<file path="src/rtl/mod31_timer_pkg.sv">
// Shared definitions for the mod-31 period timer: state encodings, count width
// and the terminal state value of the modulo-31 sequence.
package mod31_timer_pkg;

    localparam int CNT_W = 5;
    localparam logic [CNT_W-1:0] MOD_MAX = 5'd30;

    typedef enum logic [1:0] {
        ST_IDLE = 2'd0,
        ST_RUN  = 2'd1,
        ST_DONE = 2'd2
    } state_e;

endpackage

</file>
<file path="src/rtl/mod31_next_state.sv">
// Combinational successor for the modulo-31 count: wraps 30 to 0 and folds the
// unreachable code 31 back to 0.
module mod31_next_state
    import mod31_timer_pkg::*;
(
    input  logic [CNT_W-1:0] q_i,
    output logic [CNT_W-1:0] nxt_o
);

    always_comb begin
        nxt_o = (q_i >= MOD_MAX) ? '0 : q_i + 5'd1;
    end

endmodule

</file>
<file path="src/rtl/mod31_timer.sv">
// Programmable period timer on a modulo-31 count with terminal-count pulse,
// sticky interrupt, and one-shot or periodic operation.
module mod31_timer
    import mod31_timer_pkg::*;
(
    input  logic             clk_i,
    input  logic             rst_i,
    input  logic             start_i,
    input  logic             stop_i,
    input  logic             oneshot_i,
    input  logic [CNT_W-1:0] period_i,
    input  logic             irq_ack_i,
    output logic [CNT_W-1:0] count_o,
    output logic             tc_o,
    output logic             irq_o,
    output logic             busy_o,
    output logic             done_o
);

    state_e           state_q, state_d;
    logic [CNT_W-1:0] count_q, count_d;
    logic [CNT_W-1:0] period_q, period_d;
    logic             oneshot_q, oneshot_d;
    logic             tc_q, tc_d;
    logic             irq_q, irq_d;
    logic [CNT_W-1:0] countNxt;

    mod31_next_state u_next (
        .q_i   (count_q),
        .nxt_o (countNxt)
    );

    always_ff @(posedge clk_i or posedge rst_i) begin
        if (rst_i) begin
            state_q   <= ST_IDLE;
            count_q   <= '0;
            period_q  <= '0;
            oneshot_q <= 1'b0;
            tc_q      <= 1'b0;
            irq_q     <= 1'b0;
        end else begin
            state_q   <= state_d;
            count_q   <= count_d;
            period_q  <= period_d;
            oneshot_q <= oneshot_d;
            tc_q      <= tc_d;
            irq_q     <= irq_d;
        end
    end

    // Priority: stop, then start, then terminal match, then plain increment.
    always_comb begin
        state_d   = state_q;
        count_d   = count_q;
        period_d  = period_q;
        oneshot_d = oneshot_q;
        tc_d      = 1'b0;

        if (stop_i) begin
            state_d = ST_IDLE;
            count_d = '0;
        end else if (start_i) begin
            period_d  = (period_i > MOD_MAX) ? MOD_MAX : period_i;
            oneshot_d = oneshot_i;
            count_d   = '0;
            state_d   = ST_RUN;
        end else begin
            case (state_q)
                ST_IDLE: count_d = '0;
                ST_RUN: begin
                    if (count_q == period_q) begin
                        count_d = '0;
                        tc_d    = 1'b1;
                        if (oneshot_q) state_d = ST_DONE;
                    end else begin
                        count_d = countNxt;
                    end
                end
                ST_DONE: count_d = '0;
                default: begin
                    state_d = ST_IDLE;
                    count_d = '0;
                end
            endcase
        end

        // A terminal count on the same edge as an acknowledge keeps irq set.
        if (tc_d)           irq_d = 1'b1;
        else if (irq_ack_i) irq_d = 1'b0;
        else                irq_d = irq_q;
    end

    assign count_o = count_q;
    assign tc_o    = tc_q;
    assign irq_o   = irq_q;
    assign busy_o  = (state_q == ST_RUN);
    assign done_o  = (state_q == ST_DONE);

endmodule

</file>
<file path="config.mk">
export PLATFORM = sky130hd
export DESIGN_NAME = mod31_timer
export DESIGN_NICKNAME = d
export VERILOG_FILES = /design/src/rtl/mod31_timer_pkg.sv /design/src/rtl/mod31_next_state.sv /design/src/rtl/mod31_timer.sv
export SDC_FILE = /design/constraint.sdc
export NUM_CORES = 1
export LEC_CHECK = 0
export BUFFER_PORTS_ARGS = -buffer_cell sky130_fd_sc_hd__buf_2
export CAP_MARGIN = 20
export CORE_MARGIN = 2
export CORE_UTILIZATION = 49
export DETAILED_ROUTE_END_ITERATION = 8
export PLACE_DENSITY = 0.75
export SYNTH_ARGS = -nofsm -noshare
export SYNTH_HDL_FRONTEND = slang
export SYNTH_SLANG_ARGS = --single-unit
</file>
<file path="constraint.sdc">
create_clock -name clk_i -period 1.5 [get_ports clk_i]
set_input_delay 0.075 -clock clk_i [delete_from_list [all_inputs] [get_ports clk_i]]
set_output_delay 0.075 -clock clk_i [all_outputs]
set_load 0.01 [all_outputs]
</file>
==> impl_metrics.xml, run 1 <==
<?xml version="1.0" encoding="UTF-8"?>
<metrics>
  <group name="routing">
    <metric name="first_iter_violations" unit="">1</metric>
    <metric name="drt-total-wl" unit="mm">1.31</metric>
    <metric name="drc" unit="">0</metric>
    <metric name="drt_pre_antenna_iters" unit="">2</metric>
    <metric name="route.detailed.vias_per_inst" unit="">5.28</metric>
    <metric name="routedWlPerCell" unit="microns">12.9</metric>
    <metric name="detail-route-antenna-nets" unit="">0</metric>
    <metric name="route.vias.total" unit="">539</metric>
  </group>
  <group name="floorplanning">
    <metric name="rows" unit="">14</metric>
    <metric name="core_region_area" unit="sq mm">0.00147</metric>
    <metric name="die_x" unit="microns">42.9</metric>
    <metric name="fp.dieArea" unit="sq mm">0.00184</metric>
    <metric name="num_io_pins" unit="">20</metric>
    <metric name="fp.dieH" unit="microns">42.9</metric>
    <metric name="initial_core_util" unit="%">50.5</metric>
  </group>
  <group name="setup_path">
    <metric name="cp.required" unit="ps">1680</metric>
    <metric name="cp.arrival" unit="ps">1600</metric>
    <metric name="setup.worst_path.class" unit="">reg2reg</metric>
    <metric name="crit_path_end_kind" unit="">flop</metric>
    <metric name="cp_max_fo" unit="">6</metric>
    <metric name="critical_path.startpoint_type" unit="">flop</metric>
  </group>
  <group name="final_layout">
    <metric name="final_layout_size_suffix_gt1_share" unit="%">40.7</metric>
    <metric name="sequential_cell_area" unit="sq um">375</metric>
    <metric name="finalNonFillerCells" unit="">102</metric>
    <metric name="fin_nets" unit="">100</metric>
    <metric name="multi_input_comb_area" unit="sq um">350</metric>
    <metric name="area.growth.synth_to_final" unit="%">23.4</metric>
    <metric name="postLayoutCoreUtil" unit="%">62.3</metric>
    <metric name="finalInstanceArea" unit="sq um">917</metric>
    <metric name="nFillCells" unit="">129</metric>
    <metric name="n_antenna_cell" unit="">0</metric>
  </group>
  <group name="global_route">
    <metric name="globalRouteTotalUtil" unit="%">17.4</metric>
    <metric name="antenna_violations_before_repair" unit="">0</metric>
    <metric name="grt_overflow" unit="">0</metric>
    <metric name="grt_pass1_wl" unit="mm">2.39</metric>
    <metric name="grt_max_degree" unit="">16</metric>
    <metric name="grt_pass1_vias" unit="">527</metric>
  </group>
  <group name="sta">
    <metric name="timing.final.crit_share" unit="%">94.9</metric>
    <metric name="worst_slack" unit="ps">76.6</metric>
    <metric name="fin_crit" unit="ps">1420</metric>
    <metric name="slew_headroom" unit="%">63.1</metric>
    <metric name="hold_violations" unit="">0</metric>
    <metric name="final_max_slew_viol_count" unit="">0</metric>
    <metric name="finalSetupViolations" unit="">0</metric>
    <metric name="finClkSkew" unit="ps">6.33</metric>
    <metric name="fmax" unit="GHz">0.703</metric>
    <metric name="final.setup.tns" unit="ps">0</metric>
    <metric name="grt_setup_unrepaired" unit="">no</metric>
    <metric name="tightestPinTransition" unit="ps">553</metric>
  </group>
  <group name="logic_synthesis">
    <metric name="number_of_storage_elements_in_the_synthesis_netlist" unit="">15</metric>
    <metric name="postSynthAreaPerCell" unit="sq um">12.4</metric>
    <metric name="synth.cell_area" unit="sq um">743</metric>
    <metric name="synth.net_count" unit="">73</metric>
    <metric name="synth_area_leader_cell" unit="">dfrtp_1</metric>
    <metric name="syn_inst" unit="">60</metric>
    <metric name="synth.yosys.warnings" unit="">0</metric>
    <metric name="yosysTopAreaCellShare" unit="%">50.5</metric>
    <metric name="synth.lib_cells_used.distinct" unit="">22</metric>
    <metric name="synth_sequential_area_ratio" unit="%">50.5</metric>
    <metric name="synthTopCellsByArea" unit="">dfrtp_1, xor2_1, mux2_2, a211oi_1, ha_1</metric>
  </group>
  <group name="job">
    <metric name="cap_violations" unit="">0</metric>
  </group>
  <group name="worst_hold_path">
    <metric name="hold_class" unit="">in2reg</metric>
  </group>
  <group name="clock_network">
    <metric name="clk_path_buf_depth" unit="">2</metric>
    <metric name="count_of_h_tree_levels_built_during_cts" unit="">1</metric>
    <metric name="clock_latency" unit="ps">280</metric>
    <metric name="clkSlewWorstSetupHoldPaths" unit="ps">90</metric>
    <metric name="cts_made_buffers" unit="">3</metric>
    <metric name="number_of_setup_buffers_added_after_cts" unit="">0</metric>
    <metric name="numClockSinks" unit="">15</metric>
    <metric name="cts.root.buffer_cell" unit="">clkbuf_4</metric>
    <metric name="cts_tree" unit="">done</metric>
  </group>
  <group name="placed_design">
    <metric name="hpwl" unit="microns">996</metric>
    <metric name="final_estimated_routing_congestion_in_global_placement" unit="">0.707</metric>
    <metric name="numPlacedInstances" unit="">96</metric>
    <metric name="portBuffers" unit="">19</metric>
    <metric name="place_area" unit="sq um">868</metric>
    <metric name="detailedPlace.worstSlack" unit="ps">99.4</metric>
  </group>
  <group name="power_and_ir_drop">
    <metric name="leakagePower" unit="nW">0.456</metric>
    <metric name="p_per_area" unit="mW/mm^2">878</metric>
    <metric name="worst_ir_drop_vdd" unit="V">0.000625</metric>
  </group>
  <group name="outcome">
    <metric name="outcome" unit="">finished clean</metric>
  </group>
</metrics>
==> cells in the final DEF, fill, tap and decap left out <==
master         count
xnor2_1            1
a311oi_1           1
ha_1               2
nand2_2            1
xor2_1             7
nor2_1             1
clkbuf_4           3
o2111ai_1          1
nor2_2             1
a211oi_1           5
buf_4              2
nor2b_1            4
nor3_4             1
nor4b_4            1
nor3b_1            1
nand4_1            1
and3_2             1
nand3_1            3
a32o_1             1
mux2_2             5
o21ai_0            1
inv_1              4
dfrtp_1           15
dlygate4sd3_1      2
buf_2             19
a41o_2             1
clkbuf_1           1
==> cell type report <==
| class | count | share of cell area, % |
|---|---|---|
| clock buffers | 4 | 2.86 |
| multi-input cells | 40 | 38.2 |
| well taps | 16 | 2.18 |
| repair buffers | 23 | 14.2 |
| flip-flops and latches | 15 | 40.9 |
| inverters | 4 | 1.64 |
==> cell families (layout without fill, tap and decap cells) <==
kind of cell	Yosys count	after routing	synth area share, %
XOR/XNOR	8	8	9.43
AND/OR/NAND/NOR	15	15	15.5
flip-flops	15	15	50.5
adder cells (fa/ha/maj)	2	2	3.37
AO/OA/AOI/OAI	10	10	10.9
multiplexers	5	5	7.58
buffers and inverters	5	31	2.69
==> metrics by stage <==
stage | hold slack [ps] | power, mW
after global routing | 31.7 | 0.856
final | 23.3 | 0.805
after global placement | 143 | 0.579
after detailed placement | 151 | 0.584
after floorplan | -23.5 | 0.542
after CTS | 13.9 | 0.816
==> where the power goes <==
part | switching (mW) | leakage [nW] | internal [mW] | total, mW
combinational | 0.0693 | 0.246 | 0.0592 | 0.128
clock | 0.121 | 0.0150 | 0.103 | 0.225
sequential | 0.0208 | 0.195 | 0.432 | 0.452
==> cells in the mapped netlist <==
library cell / n
xor2_1: 7
a211oi_1: 5
a41o_2: 1
xnor2_1: 1
o2111ai_1: 1
nor3_4: 1
and3_2: 1
nand2_2: 1
ha_1: 2
o21ai_0: 1
a32o_1: 1
nor2b_1: 4
buf_2: 1
nor2_1: 2
nand3_1: 3
nand4_1: 1
dfrtp_1: 15
mux2_2: 5
nor3b_1: 1
nor4b_4: 1
a311oi_1: 1
inv_1: 4
==> worst max-delay path: stages (launching register included) <==
cell and delay [ps]:
dfrtp_1 450, inv_1 70, ha_1 190, o2111ai_1 220, nand2_2 120, a211oi_1 280
==> routing by layer <==
| metal | wire, microns | track usage, % |
|---|---|---|
| met2 | 660 | 27.0 |
| met4 | 0 | 1.82 |
| met3 | 76 | 7.66 |
| met1 | 574 | 23.6 |
| met5 | 0 | 0 |
==> path summary, 6_finish.rpt <==
check / to / slack (ps) / cells past startpoint / startpoint
worst max-delay path: count_o[0] / 80 / 5 / count_o[0]
worst min-delay path: oneshot_q / 20 / 2 / oneshot_i
worst max register to register: count_o[0] / 80 / 5 / count_o[0]
worst min register to register: irq_o / 510 / 1 / irq_o
max in group asynchronous: period_q[1] / 750 / 3 / rst_i
min in group asynchronous: state_q[0] / 380 / 3 / rst_i
==> repair_timing <==
item                                    CTS  global route
endpoints found under the setup margin    0             4
gates resized for setup                   0             1
hold buffers                              2             0
hold endpoints to repair                 16             0
==> sequential cells by signal, summed over array words and instances (netlist names) <==
register   flops
tc_o           1
oneshot_q      1
period_q       5
irq_o          1
count_o        5
state_q        2
(Power assumes the default switching activity.)
==> inputs of run 2 (changes only) <==
PLACE_DENSITY = unset   (was 0.75)
PLACE_DENSITY_LB_ADDON = 0.1   (was unset)
==> impl_metrics.xml, run 2 (synthesized netlist as in run 1, its figures left out) <==
<?xml version="1.0" encoding="UTF-8"?>
<metrics>
  <group name="routing">
    <metric name="first_iter_violations" unit="">2</metric>
    <metric name="drt_pre_antenna_iters" unit="">4</metric>
    <metric name="detail-route-antenna-nets" unit="">0</metric>
    <metric name="drt-total-wl" unit="mm">1.29</metric>
    <metric name="route.vias.total" unit="">550</metric>
    <metric name="drc" unit="">0</metric>
    <metric name="routedWlPerCell" unit="microns">12.4</metric>
    <metric name="route.detailed.vias_per_inst" unit="">5.29</metric>
  </group>
  <group name="floorplanning">
    <metric name="initial_core_util" unit="%">50.5</metric>
    <metric name="num_io_pins" unit="">20</metric>
    <metric name="fp.dieArea" unit="sq mm">0.00184</metric>
    <metric name="die_x" unit="microns">42.9</metric>
    <metric name="rows" unit="">14</metric>
    <metric name="fp.dieH" unit="microns">42.9</metric>
    <metric name="core_region_area" unit="sq mm">0.00147</metric>
  </group>
  <group name="final_layout">
    <metric name="multi_input_comb_area" unit="sq um">348</metric>
    <metric name="most_frequent_standard_cell_in_the_layout_excluding_fill_and_tap_cells" unit="">buf_2</metric>
    <metric name="finalNonFillerCells" unit="">104</metric>
    <metric name="area.growth.synth_to_final" unit="%">24.9</metric>
    <metric name="final_cell_mix" unit="">buf_2, dfrtp_1, xor2_1</metric>
    <metric name="final_layout_size_suffix_gt1_share" unit="%">43.2</metric>
    <metric name="n_antenna_cell" unit="">0</metric>
    <metric name="nFillCells" unit="">122</metric>
    <metric name="finalInstanceArea" unit="sq um">928</metric>
    <metric name="sequential_cell_area" unit="sq um">377</metric>
    <metric name="fin_nets" unit="">102</metric>
  </group>
  <group name="placed_design">
    <metric name="hpwl" unit="microns">970</metric>
    <metric name="numPlacedInstances" unit="">99</metric>
    <metric name="final_estimated_routing_congestion_in_global_placement" unit="">0.664</metric>
    <metric name="detailedPlace.worstSlack" unit="ps">128</metric>
    <metric name="place_area" unit="sq um">891</metric>
    <metric name="portBuffers" unit="">19</metric>
  </group>
  <group name="clock_network">
    <metric name="clk_path_buf_depth" unit="">2</metric>
    <metric name="number_of_setup_buffers_added_after_cts" unit="">0</metric>
    <metric name="cts.root.buffer_cell" unit="">clkbuf_4</metric>
    <metric name="cts_tree" unit="">done</metric>
    <metric name="clkSlewWorstSetupHoldPaths" unit="ps">90</metric>
    <metric name="numClockSinks" unit="">15</metric>
    <metric name="count_of_h_tree_levels_built_during_cts" unit="">1</metric>
    <metric name="clock_latency" unit="ps">270</metric>
    <metric name="cts_made_buffers" unit="">3</metric>
  </group>
  <group name="setup_path">
    <metric name="setup.worst_path.class" unit="">reg2reg</metric>
    <metric name="crit_path_end_kind" unit="">flop</metric>
    <metric name="critical_path.startpoint_type" unit="">flop</metric>
    <metric name="cp.arrival" unit="ps">1540</metric>
    <metric name="cp.required" unit="ps">1680</metric>
    <metric name="cp_slowest_cell" unit="">dfrtp_1</metric>
    <metric name="crit_path_cell_trace" unit="">ha_1, o2111ai_1, nand2_2, a211oi_1</metric>
    <metric name="critical_path.max_stage_delay" unit="ps">460</metric>
    <metric name="cp_max_fo" unit="">6</metric>
  </group>
  <group name="sta">
    <metric name="final.setup.tns" unit="ps">0</metric>
    <metric name="fin_crit" unit="ps">1360</metric>
    <metric name="hold_violations" unit="">0</metric>
    <metric name="slew_headroom" unit="%">62.5</metric>
    <metric name="grt_setup_unrepaired" unit="">no</metric>
    <metric name="fmax" unit="GHz">0.735</metric>
    <metric name="worst_slack" unit="ps">139</metric>
    <metric name="fin_worst_hold_slack" unit="ps">15.5</metric>
    <metric name="finalSetupViolations" unit="">0</metric>
    <metric name="tightestPinTransition" unit="ps">562</metric>
    <metric name="final_max_slew_viol_count" unit="">0</metric>
    <metric name="finClkSkew" unit="ps">1.73</metric>
    <metric name="timing.final.crit_share" unit="%">90.7</metric>
  </group>
  <group name="job">
    <metric name="cap_violations" unit="">0</metric>
  </group>
  <group name="outcome">
    <metric name="outcome" unit="">finished clean</metric>
  </group>
  <group name="global_route">
    <metric name="antenna_violations_before_repair" unit="">0</metric>
    <metric name="grt_overflow" unit="">0</metric>
    <metric name="grt_pass1_vias" unit="">515</metric>
    <metric name="globalRouteTotalUtil" unit="%">16.6</metric>
    <metric name="grt_pass1_wl" unit="mm">2.26</metric>
    <metric name="grt_max_degree" unit="">16</metric>
  </group>
  <group name="worst_hold_path">
    <metric name="hold_class" unit="">in2reg</metric>
  </group>
  <group name="power_and_ir_drop">
    <metric name="leakagePower" unit="nW">0.465</metric>
    <metric name="p_per_area" unit="mW/mm^2">880</metric>
    <metric name="worst_ir_drop_vdd" unit="V">0.000580</metric>
  </group>
</metrics>
==> run 2: changes by cell type in the layout (fill, tap and decap cells not counted), sizes merged <==
cell / previous run / this run
buf: 21 / 24
dlygate4sd3: 2 / 1
==> run 2: per-layer routing <==
layer,track usage (%),up-vias,routed length (microns)
met5,0,-,0
met4,9.09,0,12
met3,3.83,2,61
met2,23.9,16,597
met1,23.0,257,615
li1,-,275,-
==> run 2: layout make-up <==
| class | instances | area share [%] |
|---|---|---|
| clock buffers | 4 | 2.83 |
| inverters | 4 | 1.62 |
| multi-input cells | 40 | 37.5 |
| flip-flops and latches | 15 | 40.6 |
| well taps | 16 | 2.16 |
| repair buffers | 25 | 15.4 |
==> run 2: critical path: cells and delay by family, from the launching register on <==
kind / cells / cell delay, ps
AO/OA/AOI/OAI: 2 / 470
adder cells (fa/ha/maj): 1 / 220
flip-flops: 1 / 460
AND/OR/NAND/NOR: 1 / 120
==> run 2: stage by stage <==
| step | util, % | total power, mW |
|---|---|---|
| after floorplan | - | 0.542 |
| after global placement | 60.5 | 0.597 |
| after detailed placement | 60.5 | 0.599 |
| after CTS | 63.0 | 0.824 |
| after global routing | 63.1 | 0.866 |
| final | 63.1 | 0.817 |
==> run 2: worst paths after layout <==
kind,from,slack [ps],endpoint,cells after the start
max in group asynchronous,rst_i,700,count_o[0],3
worst min register to register,irq_o,490,irq_o,1
worst max register to register,count_o[1],140,count_o[1],4
worst max-delay path,count_o[1],140,count_o[1],4
worst min-delay path,stop_i,20,state_q[0],2
min in group asynchronous,rst_i,390,oneshot_q,3
==> run 2: what timing repair did <==
item | in CTS | in global routing
endpoints found under the hold margin | 15 | 0
setup endpoints to repair | 0 | 1
hold buffers | 1 | 0
resized for setup | 0 | 1
==> run 2: power by group <==
part | internal (mW) | total (mW) | switching, mW
Combinational | 0.0697 | 0.140 | 0.0699
Clock | 0.103 | 0.225 | 0.122
Sequential | 0.432 | 0.452 | 0.0202
Total | 0.605 | 0.817 | 0.212
